$ cat src/rtl/if_inst_queue_pkg.sv
// Shared fetch-side definitions for the instruction fetch queue.
// Bus widths, the zero word and the default queue depth live here.
package if_inst_queue_pkg;

    localparam int          InstAddrBus  = 32;
    localparam int          InstBus      = 32;
    localparam logic [31:0] ZeroWord     = 32'h0000_0000;
    localparam logic        InstValid    = 1'b1;
    localparam logic        InstInvalid  = 1'b0;
    localparam int          IfQueueDepth = 4;

endpackage

$ cat src/rtl/if_inst_queue_fifo_ptr_ctrl.sv
// Read/write pointer and occupancy control for a power-of-two circular FIFO.
// Kill clears everything; pointers wrap naturally modulo DEPTH.
module fifo_ptr_ctrl #(
    parameter int DEPTH = 4
) (
    input  logic                       clk,
    input  logic                       rst,
    input  logic                       push,
    input  logic                       pop,
    input  logic                       kill,
    output logic [$clog2(DEPTH)-1:0]   rd_ptr,
    output logic [$clog2(DEPTH)-1:0]   wr_ptr,
    output logic [$clog2(DEPTH):0]     count,
    output logic                       full,
    output logic                       empty
);

    localparam int PTR_W = $clog2(DEPTH);
    localparam int CNT_W = PTR_W + 1;

    always_ff @(posedge clk or negedge rst) begin
        if (!rst) begin
            rd_ptr <= '0;
            wr_ptr <= '0;
            count  <= '0;
        end else if (kill) begin
            rd_ptr <= '0;
            wr_ptr <= '0;
            count  <= '0;
        end else begin
            if (push) begin
                wr_ptr <= wr_ptr + PTR_W'(1);
            end
            if (pop) begin
                rd_ptr <= rd_ptr + PTR_W'(1);
            end
            // simultaneous push and pop leaves occupancy unchanged
            case ({push, pop})
                2'b10:   count <= count + CNT_W'(1);
                2'b01:   count <= count - CNT_W'(1);
                default: count <= count;
            endcase
        end
    end

    assign full  = (count == CNT_W'(DEPTH));
    assign empty = (count == '0);

endmodule

$ cat src/rtl/if_inst_queue.sv
// First-word-fall-through queue of {pc, inst} pairs between fetch and decode.
// Requests a fetch stall with two slots of skid left for in-flight fetches.
module if_inst_queue
    import if_inst_queue_pkg::*;
#(
    parameter int DEPTH  = IfQueueDepth,
    parameter int ADDR_W = InstAddrBus,
    parameter int INST_W = InstBus
) (
    input  logic                     clk,
    input  logic                     rst,
    input  logic [ADDR_W-1:0]        pc_i,
    input  logic                     pc_valid_i,
    input  logic [INST_W-1:0]        inst_i,
    input  logic                     flush_i,
    input  logic                     branch_flag_i,
    input  logic                     id_ready_i,
    output logic                     id_valid_o,
    output logic [ADDR_W-1:0]        id_pc_o,
    output logic [INST_W-1:0]        id_inst_o,
    output logic                     stall_req_o,
    output logic [$clog2(DEPTH):0]   count_o,
    output logic                     overflow_o
);

    localparam int PTR_W = $clog2(DEPTH);
    localparam int CNT_W = PTR_W + 1;

    logic [ADDR_W-1:0] pc_mem   [DEPTH];
    logic [INST_W-1:0] inst_mem [DEPTH];

    logic [PTR_W-1:0] rd_ptr;
    logic [PTR_W-1:0] wr_ptr;
    logic [CNT_W-1:0] count;
    logic             full;
    logic             empty;
    logic             kill;
    logic             push;
    logic             pop;

    assign kill = flush_i || branch_flag_i;
    assign pop  = id_valid_o && id_ready_i && !kill;
    assign push = pc_valid_i && (!full || pop) && !kill;

    fifo_ptr_ctrl #(
        .DEPTH (DEPTH)
    ) u_ptr_ctrl (
        .clk    (clk),
        .rst    (rst),
        .push   (push),
        .pop    (pop),
        .kill   (kill),
        .rd_ptr (rd_ptr),
        .wr_ptr (wr_ptr),
        .count  (count),
        .full   (full),
        .empty  (empty)
    );

    // storage has no reset; the head mux masks it while empty
    always_ff @(posedge clk) begin
        if (push) begin
            pc_mem[wr_ptr]   <= pc_i;
            inst_mem[wr_ptr] <= inst_i;
        end
    end

    // a fetch arriving into a full queue with no pop is lost; remember it
    always_ff @(posedge clk or negedge rst) begin
        if (!rst) begin
            overflow_o <= 1'b0;
        end else if (pc_valid_i && full && !pop && !kill) begin
            overflow_o <= 1'b1;
        end
    end

    assign id_valid_o  = empty ? InstInvalid : InstValid;
    assign id_pc_o     = id_valid_o ? pc_mem[rd_ptr]   : ADDR_W'(ZeroWord);
    assign id_inst_o   = id_valid_o ? inst_mem[rd_ptr] : INST_W'(ZeroWord);
    assign stall_req_o = (count >= CNT_W'(DEPTH - 2));
    assign count_o     = count;

endmodule

$ cat config.mk
export PLATFORM = sky130hd
export DESIGN_NAME = if_inst_queue
export DESIGN_NICKNAME = d
export VERILOG_FILES = /design/src/rtl/if_inst_queue_pkg.sv /design/src/rtl/if_inst_queue_fifo_ptr_ctrl.sv /design/src/rtl/if_inst_queue.sv
export SDC_FILE = /design/constraint.sdc
export NUM_CORES = 1
export LEC_CHECK = 0
export ABC_AREA = 1
export ABC_CLOCK_PERIOD_IN_PS = 4530
export CAP_MARGIN = 25
export CORE_MARGIN = 1.5
export CORE_UTILIZATION = 50
export DETAILED_ROUTE_END_ITERATION = 6
export DONT_BUFFER_PORTS = 1
export MAX_ROUTING_LAYER = met4
export PLACE_DENSITY_LB_ADDON = 0.15
export SLEW_MARGIN = 5
export SYNTH_ARGS = -nofsm -noshare
export SYNTH_HDL_FRONTEND = slang
export SYNTH_SLANG_ARGS = --single-unit
export TNS_END_PERCENT = 100
$ cat constraint.sdc
create_clock -name clk -period 4.53 [get_ports clk]
set_clock_uncertainty 0.05 [all_clocks]
set_input_delay 0.453 -clock clk [delete_from_list [all_inputs] [get_ports clk]]
set_output_delay 0.453 -clock clk [all_outputs]
set_load 0.1 [all_outputs]
# [After elaboration in Yosys (flattened, before gate mapping)]
# Memories as Yosys holds them, arrays and structs flattened.
# Cells that the tools add are included.
[classes] n_addsub=4 order_cmp=1 n_eq_ne=3 muxes=11 reduce_logical=16
[op_table] op="two-way mux 32 bit" count=2
[op_table] op="two-way mux 2 bit" count=4
[op_table] op="logical AND 1 bit" count=7
[op_table] op="one-hot mux 3 bit (2 select lines)" count=1
[op_table] op="adder 2 x 1 -> 2 bit, second input constant" count=2
[op_table] op="nonzero test 2 bit" count=2
[op_table] op="adder 3 x 1 -> 3 bit, second input constant" count=1
[op_table] op="equality test 3 bit, second input constant" count=1
[op_table] op=">= comparator 3 x 2 -> 1 bit, second input constant" count=1
[op_table] op="logical NOT 1 bit" count=3
[op_table] op="logical NOT 3 bit" count=1
[op_table] op="two-way mux 1 bit" count=3
[op_table] op="two-way mux 3 bit" count=1
[op_table] op="nonzero test 3 bit" count=1
[op_table] op="subtractor 3 x 1 -> 3 bit, second input constant" count=1
[op_table] op="equality test 2 x 1 -> 1 bit, second input constant" count=1
[op_table] op="equality test 2 bit, second input constant" count=1
[op_table] op="logical OR 1 bit" count=2
[word_totals] regBits=8 mem_bits_rw=256 input_bits=70 wordCells=41 mem_count=2
[mem_list] name="inst_mem" depth=4 width=32 read_ports=1 rd_clocked_by_memory_dff=0 wr=1 line_no="if_inst_queue.sv:30" text="logic [INST_W-1:0] inst_mem [DEPTH];"
[mem_list] name="pc_mem" depth=4 width=32 read_ports=1 rd_clocked_by_memory_dff=0 wr=1 line_no="if_inst_queue.sv:29" text="logic [ADDR_W-1:0] pc_mem [DEPTH];"

# [Longest topological paths before layout]
# Gate-level depths: netlist of the first run.
[depth] word_depth=10 depth_mapped=13 mapped_depth_nobuf=13

# [By module]
# From an unflattened synthesis of the first run, not the netlist that was laid out.
[hier_totals] cells_unflattened=1083 hier_area_um2=11304.6
[by_module_without_submodules] mod="if_inst_queue" n_inst=1 cells_per_inst=1037 area_per_inst_um2=10929.2 seq_area_each_um2=7712.4
[by_module_without_submodules] mod="fifo_ptr_ctrl" n_inst=1 cells_per_inst=46 area_per_inst_um2=375.4 seq_area_each_um2=175.2

# [Worst setup path after synthesis of the first run]
# OpenSTA, ideal clock, no wires.
[synth_path] kind="flip-flop to flip-flop" start="register u_ptr_ctrl.count[2]" end="memory inst_mem[0][0] (netlist name), enable pin" arrival_ns=4.560 setup_slack_ns=-0.568 path_stages_with_launch=9 path_buffers=0 path_cell_list="dfrtp_1 > inv_2 > nand2_4 > nand3_4 > nand2_2 > nand2_2 > nor2_4 > inv_2 > nor2_1"
[synth_via] elab_chain_len=9
[synth_rtl] element="start, declared" line_no="if_inst_queue_fifo_ptr_ctrl.sv:13" text="output logic [$clog2(DEPTH):0] count,"
[synth_rtl] element="start signal, assigned" line_no="if_inst_queue_fifo_ptr_ctrl.sv:39" text="2'b10: count <= count + CNT_W'(1);"
[synth_rtl] element="start signal, assigned" line_no="if_inst_queue_fifo_ptr_ctrl.sv:40" text="2'b01: count <= count - CNT_W'(1);"
[synth_rtl] element="start signal, assigned" line_no="if_inst_queue_fifo_ptr_ctrl.sv:41" text="default: count <= count;"
[synth_rtl] element="logical NOT 3 bit" line_no="if_inst_queue_fifo_ptr_ctrl.sv:47" text="assign empty = (count == '0);"
[synth_rtl] element="two-way mux 1 bit" line_no="if_inst_queue.sv:77" text="assign id_valid_o = empty ? InstInvalid : InstValid;"
[synth_rtl] element="via id_valid_o" line_no="if_inst_queue.sv:18" text="output logic id_valid_o,"
[synth_rtl] element="logical AND 1 bit (2 in series)" line_no="if_inst_queue.sv:42" text="assign pop = id_valid_o && id_ready_i && !kill;"
[synth_rtl] element="logical OR 1 bit" line_no="if_inst_queue.sv:43" text="assign push = pc_valid_i && (!full || pop) && !kill;"
[synth_rtl] element="logical AND 1 bit (2 in series)" line_no="if_inst_queue.sv:43"
[synth_rtl] element="two-way mux 1 bit" line_no="if_inst_queue.sv:62" text="if (push) begin"
[synth_rtl] element="two-way mux 1 bit (implied by the code)" line_no="if_inst_queue.sv:64" text="inst_mem[wr_ptr] <= inst_i;"
[synth_rtl] element="end, declared" line_no="if_inst_queue.sv:30"
# The timed path passes the listed nets, and every way through them passes these cells.

# [Worst setup path in the final report of the first run]
[layout_path] start="register u_ptr_ctrl.count[2]" end="output id_inst_o[27]"
[layout_via] elab_chain_len=2
[layout_rtl] element="logical NOT 3 bit" line_no="if_inst_queue_fifo_ptr_ctrl.sv:47"
[layout_rtl] element="two-way mux 32 bit" line_no="if_inst_queue.sv:79" text="assign id_inst_o = id_valid_o ? inst_mem[rd_ptr] : INST_W'(ZeroWord);"
[layout_rtl] element="end, declared" line_no="if_inst_queue.sv:20" text="output logic [INST_W-1:0] id_inst_o,"
# No other way between the ends.

==> run summary, run 1 <==
Status: complete, no violations
Gpl congestion: 0.822
Leak Pwr: 4.51 nW
Tot GR Track Use: 21.8%
Worst setup path startpoint: u_ptr_ctrl.count[2]
Initial antenna violation count: 2
Worst R2R Path Depth: 9
RSZ-0062 raised after global routing: no
Via density: 5.36
Worst Path Class, Setup: flip-flop to output port
Worst-case vdd ir drop: 326 uV
Root buf cell: clkbuf_16
Net Count, Synth: 906
CP required: 4.03 ns
Vias in the first global route: 6951
Power density over the cells: 438 nW/um^2
Die extent in y: 148 um
Syn Inst Count: 831
Fmax: 270 MHz
Syn avg cell area: 12.7 um^2
Hold depth: 3
Congestion Overflow GR: 0
Post-Route Setup TNS: 0 ns
Clk_lat worst skew: 0.52 ns
Drt first pass iters: 5
Reg2reg start: u_ptr_ctrl.count[2]
Worst slew pin tran: 1.09 ns
Routed length per instance: 18.3 um
Drt total wl: 22800 um
Reg2reg end: inst_mem[1][16]
Crit path DAT: 3.20 ns
CTS buffer count: 27
Post-layout util: 63.5%
CTS Buffer Depth: 3
Final setup fails: 0
Buffers added on ports: 0
Placed wire-length estimate: 12300 um
Antenna violation net count after detailed routing: 0
Max FO, Critical Path: 37
Worst Hold Class: primary input to flip-flop
Final slew viol count: 0
Worst slew margin: 27.4%
Synthesis Warnings: 0
I/O Pins: 140
DRC viols: 0
Max-cap violations: 0
Fin crit share: 81.6%
Startpoint types: flip-flop
Fin Hold WS: 0.0386 ns
Post-DP Area: 11500 um^2
Yosys reg bits: 264
Cell Area, Synth: 10600 um^2
Area of the core: 20500 um^2
Num Clock Sinks: 264
Final Cell Area: 13000 um^2
Crit. End Element: output port
DR vias: 6673
Reg2reg setup slack: 1.31 ns
CTS tree: done
Inst Count DP: 1130
CTS HTree Levels: 1
Die area: 22000 um^2
Clock transition at path regs: 0.06 ns
Rows: 52
Setup crit end: id_inst_o[27]
Starting density of the core: 51.5%
Final Critical Period: 3.70 ns
Post-layout net count: 1029
First-pass GRT wire length: 36200 um
Pin count of the biggest net entering global routing: 73
Share of cells above drive strength 1: 20.8%
Fin cells: 1245
Yosys cell types: 28
Hold Fails Final Rpt: 0
Area Growth Syn to Fin: 23.3%
Die width: 148 um
Sequential share of the synthesized area: 74.7%
Initial DRC count: 498
==> through the flow <==
stage | total power, mW | setup WS [ns]
floorplan | 3.31 | -0.568
global route | 5.87 | 0.760
detailed placement | 3.46 | 1.31
finish | 5.71 | 0.832
global placement | 3.46 | 1.39
CTS | 5.74 | 0.821
==> critical path: stages (launching register included) <==
cell and delay (ns):
dfrtp_1 1.03, inv_2 0.14, nand2_4 0.36, inv_4 0.29
buf_12 0.30, a21oi_2 0.17, buf_4 0.31
==> state kept, by name, indices dropped and copies added, names as in the netlist <==
signal,cells
inst_mem,128
pc_mem,128
u_ptr_ctrl.count,3
u_ptr_ctrl.rd_ptr,2
u_ptr_ctrl.wr_ptr,2
overflow_o,1
==> logic make-up after synthesis <==
kind of cell	count (synthesis)	synth area share, %
adders and majority gates	5	0.664
AOI/OAI and AO/OA	199	9.62
buffers and inverters	67	3.64
DFF	264	74.7
and+or+nand+nor	296	11.4
==> cell usage after synthesis <==
master    instances  area (um^2)
a21oi_1          66          330
a31o_2            1         8.76
a31oi_4           1         21.3
buf_1             4         15.0
buf_2            16         80.1
buf_4             2         15.0
buf_6            12          135
clkbuf_1          3         11.3
clkbuf_2         12         60.1
dfrtp_1           8          200
edfxtp_1        256         7690
fa_1              1         20.0
ha_1              4         50.1
inv_1            13         48.8
inv_2             5         18.8
nand2_1          15         56.3
nand2_2           3         18.8
nand2_4           1         11.3
nand3_1           5         25.0
nand3_2           1         10.0
nand3_4           1         17.5
nand4_1           2         12.5
nor2_1          263          987
nor2_4            3         33.8
nor2_8            1         20.0
o21ai_0          72          360
o21ai_1          59          295
or2_2             1         6.26
==> worst min path at each step <==
stage | to | startpoint
floorplan | overflow_o | rst
global placement | u_ptr_ctrl.count[0] | rst
detailed placement | u_ptr_ctrl.count[1] | rst
CTS | u_ptr_ctrl.rd_ptr[0] | flush_i
global route | u_ptr_ctrl.rd_ptr[0] | flush_i
finish | u_ptr_ctrl.rd_ptr[0] | flush_i
==> layout make-up <==
| type | instances | area [um^2] |
|---|---|---|
| flip-flops and latches | 264 | 7890 |
| fillers | 1488 | 7470 |
| multi-input cells | 500 | 2550 |
| repair buffers | 143 | 1270 |
| clock buffers | 34 | 702 |
| well taps | 270 | 338 |
| clock inverters | 14 | 188 |
| inverters | 18 | 71.3 |
| diodes | 2 | 5.00 |
==> power breakdown <==
| group | switching [mW] | internal, mW |
|---|---|---|
| logic | 0.578 | 0.159 |
| registers | 0.0341 | 2.71 |
| clock network | 0.854 | 1.37 |
| total | 1.47 | 4.24 |
==> what timing repair did <==
item | 4_1_cts | 5_1_grt
buffers inserted | 0 | 0
endpoints found under the hold margin | 264 | 0
hold buffers | 65 | 0
gates resized for setup | 0 | 0
==> layout by cell type (no fill, tap or decap), drive strengths merged, types with 2 or more instances in the layout <==
cell type	synthesis	final
a21oi	66	66
buf	34	78
bufinv	0	5
clkbuf	15	34
clkinv	0	10
dfrtp	8	8
diode	0	2
dlygate4sd3	0	65
edfxtp	256	256
ha	4	4
inv	18	17
nand2	19	19
nand3	7	7
nand4	2	2
nor2	267	267
o21ai	131	131
==> metal layers <==
| metal | vias up | global-route usage [%] | part of all wire [%] |
|---|---|---|---|
| li1 | 3176 | - | - |
| met1 | 3272 | 27.0 | 42 |
| met2 | 187 | 37.2 | 50 |
| met3 | 38 | 4.05 | 5.8 |
| met4 | 0 | 5.74 | 2.0 |
| met5 | - | - | 0 |
No activity file was read; power rests on OpenSTA's default activity.
==> inputs of run 2 (changes only) <==
--- a/config.mk
+++ b/config.mk
@@ -6,7 +6,7 @@
 export NUM_CORES = 1
 export LEC_CHECK = 0
 export ABC_AREA = 1
-export ABC_CLOCK_PERIOD_IN_PS = 4530
+export ABC_CLOCK_PERIOD_IN_PS = 3700
 export CAP_MARGIN = 25
 export CORE_MARGIN = 1.5
 export CORE_UTILIZATION = 50
==> constraint.sdc (replaced) <==
create_clock -name clk -period 3.7 [get_ports clk]
set_clock_uncertainty 0.05 [all_clocks]
set_input_delay 0.37 -clock clk [delete_from_list [all_inputs] [get_ports clk]]
set_output_delay 0.37 -clock clk [all_outputs]
set_load 0.1 [all_outputs]
==> run summary, run 2 (same netlist as run 1, synthesis figures left out) <==
Routed length per instance: 18.6 um
Final slew viol count: 0
Crit path DAT: 2.69 ns
Initial DRC count: 358
Area Growth Syn to Fin: 23.7%
Leak Pwr: 4.53 nW
Final setup fails: 0
Critical path, cell by cell: nor2_4, nand2_4, clkinv_2, buf_12, a21oi_2, buf_4
Commonest cells after routing, fill and taps aside: nor2_1 (259), edfxtp_1 (256), buf_4 (73)
Drt first pass iters: 5
Max-cap violations: 0
CTS Buffer Depth: 3
Crit. End Element: output port
CTS tree: done
Via density: 5.39
CTS HTree Levels: 1
Fin crit share: 84.0%
Die area: 22000 um^2
Power density over the cells: 514 nW/um^2
CTS buffer count: 27
Antenna violation net count after detailed routing: 0
Clk_lat worst skew: 0.53 ns
Worst-case vdd ir drop: 493 uV
Worst slew pin tran: 0.896 ns
Worst Path Class, Setup: flip-flop to output port
Fin Hold WS: 0.0344 ns
Num Clock Sinks: 264
Final Critical Period: 3.11 ns
Post-DP Area: 11600 um^2
Die extent in y: 148 um
Biggest regs: inst_mem: 128 flops, pc_mem: 128 flops, u_ptr_ctrl.count: 3 flops
Rows: 52
Fmax: 322 MHz
CP max-delay cell: clkinv_2
CP required: 3.28 ns
First-pass GRT wire length: 36000 um
Hold Fails Final Rpt: 0
Clock transition at path regs: 0.06 ns
Vias in the first global route: 6970
DRC viols: 0
Slowest cell delay on critical path: 0.53 ns
I/O Pins: 140
Starting density of the core: 51.5%
Die width: 148 um
Max FO, Critical Path: 32
Post-layout net count: 1036
Multi-input gate area: 2550 um^2
FILL cells: 1521
RSZ-0062 raised after global routing: no
Area of the core: 20500 um^2
Placed wire-length estimate: 12800 um
Initial antenna violation count: 1
Tot GR Track Use: 21.9%
Post-Route Setup TNS: 0 ns
Register area: 7890 um^2
Pin count of the biggest net entering global routing: 131
Buffers added on ports: 0
Gpl congestion: 0.794
Status: complete, no violations
Drt total wl: 23300 um
Startpoint types: flip-flop
Root buf cell: clkbuf_16
Reg2reg start: u_ptr_ctrl.count[0]
Min-delay src: id_ready_i
DR vias: 6745
Commonest non-fill, non-tap cell in the layout: nor2_1
Congestion Overflow GR: 0
Worst slew margin: 40.1%
Share of cells above drive strength 1: 21.1%
Worst Hold Class: primary input to flip-flop
Worst setup path startpoint: u_ptr_ctrl.count[0]
Final Cell Area: 13100 um^2
[run 2: cell count changes in the layout (fill, tap and decap cells not counted), moves of 3 or more]
cell	change
buf_12	+8
clkinv_2	+5
dlygate4sd3_1	+3
buf_4	-3
bufinv_16	-4
[run 2: final timing paths]
check	slack, ns	endpoint	depth (start not counted)
max	0.59	id_inst_o[17]	6
min	0.03	overflow_o	2
max reg2reg	1.07	inst_mem[2][4]	9
min reg2reg	0.58	u_ptr_ctrl.wr_ptr[1]	2
max in group asynchronous	3.13	u_ptr_ctrl.rd_ptr[0]	1
min in group asynchronous	0.15	overflow_o	1
[run 2: cell type report]
class,instances,area share [%]
sequential,264,60.4
multi-input combinational,500,19.6
timing repair buffer,150,10.8
clock buffer,33,5.35
tap,270,2.59
clock inverter,15,0.728
inverter,18,0.537
antenna,1,0.0192
[run 2: through the flow]
| stage | util [%] | worst slack, ns | power, mW | instances |
|---|---|---|---|---|
| 4_1_cts | 63.7 | 0.553 | 6.77 | 1250 |
| 5_1_grt | 63.7 | 0.477 | 6.93 | 1251 |
| 3_5_place_dp | 56.5 | 1.04 | 4.25 | 1134 |
| 6_report | 63.7 | 0.592 | 6.72 | 1251 |
| 3_3_place_gp | 56.5 | 1.11 | 4.24 | 1134 |
| 2_1_floorplan | - | -0.311 | 4.05 | 831 |
[run 2: critical path, delay by kind of cell (launching register included)]
kind,cells,cell delay (ns)
AOI/OAI and AO/OA,1,0.16
buffers and inverters,3,1.21
DFF,1,0.39
and+or+nand+nor,2,0.37
[run 2: routing by layer]
metal	up-vias	share of wire (%)	global-route usage (%)
met3	44	5.6	3.53
li1	3188	-	-
met2	214	51	38.0
met5	-	0	-
met4	0	2.0	6.19
met1	3299	41	26.7
[run 2: where the power goes]
group	leakage [nW]	total [mW]	switching [mW]	internal, mW
combinational	1.72	0.937	0.730	0.207
sequential	2.42	3.34	0.0191	3.32
clock	0.391	2.44	1.04	1.40
total	4.53	6.72	1.79	4.92
[run 2: timing repair]
action / 4_1_cts / 5_1_grt
hold endpoints to repair: 270 / 0
hold buffers: 68 / 0
buffers inserted: 0 / 0
resized for setup: 0 / 0
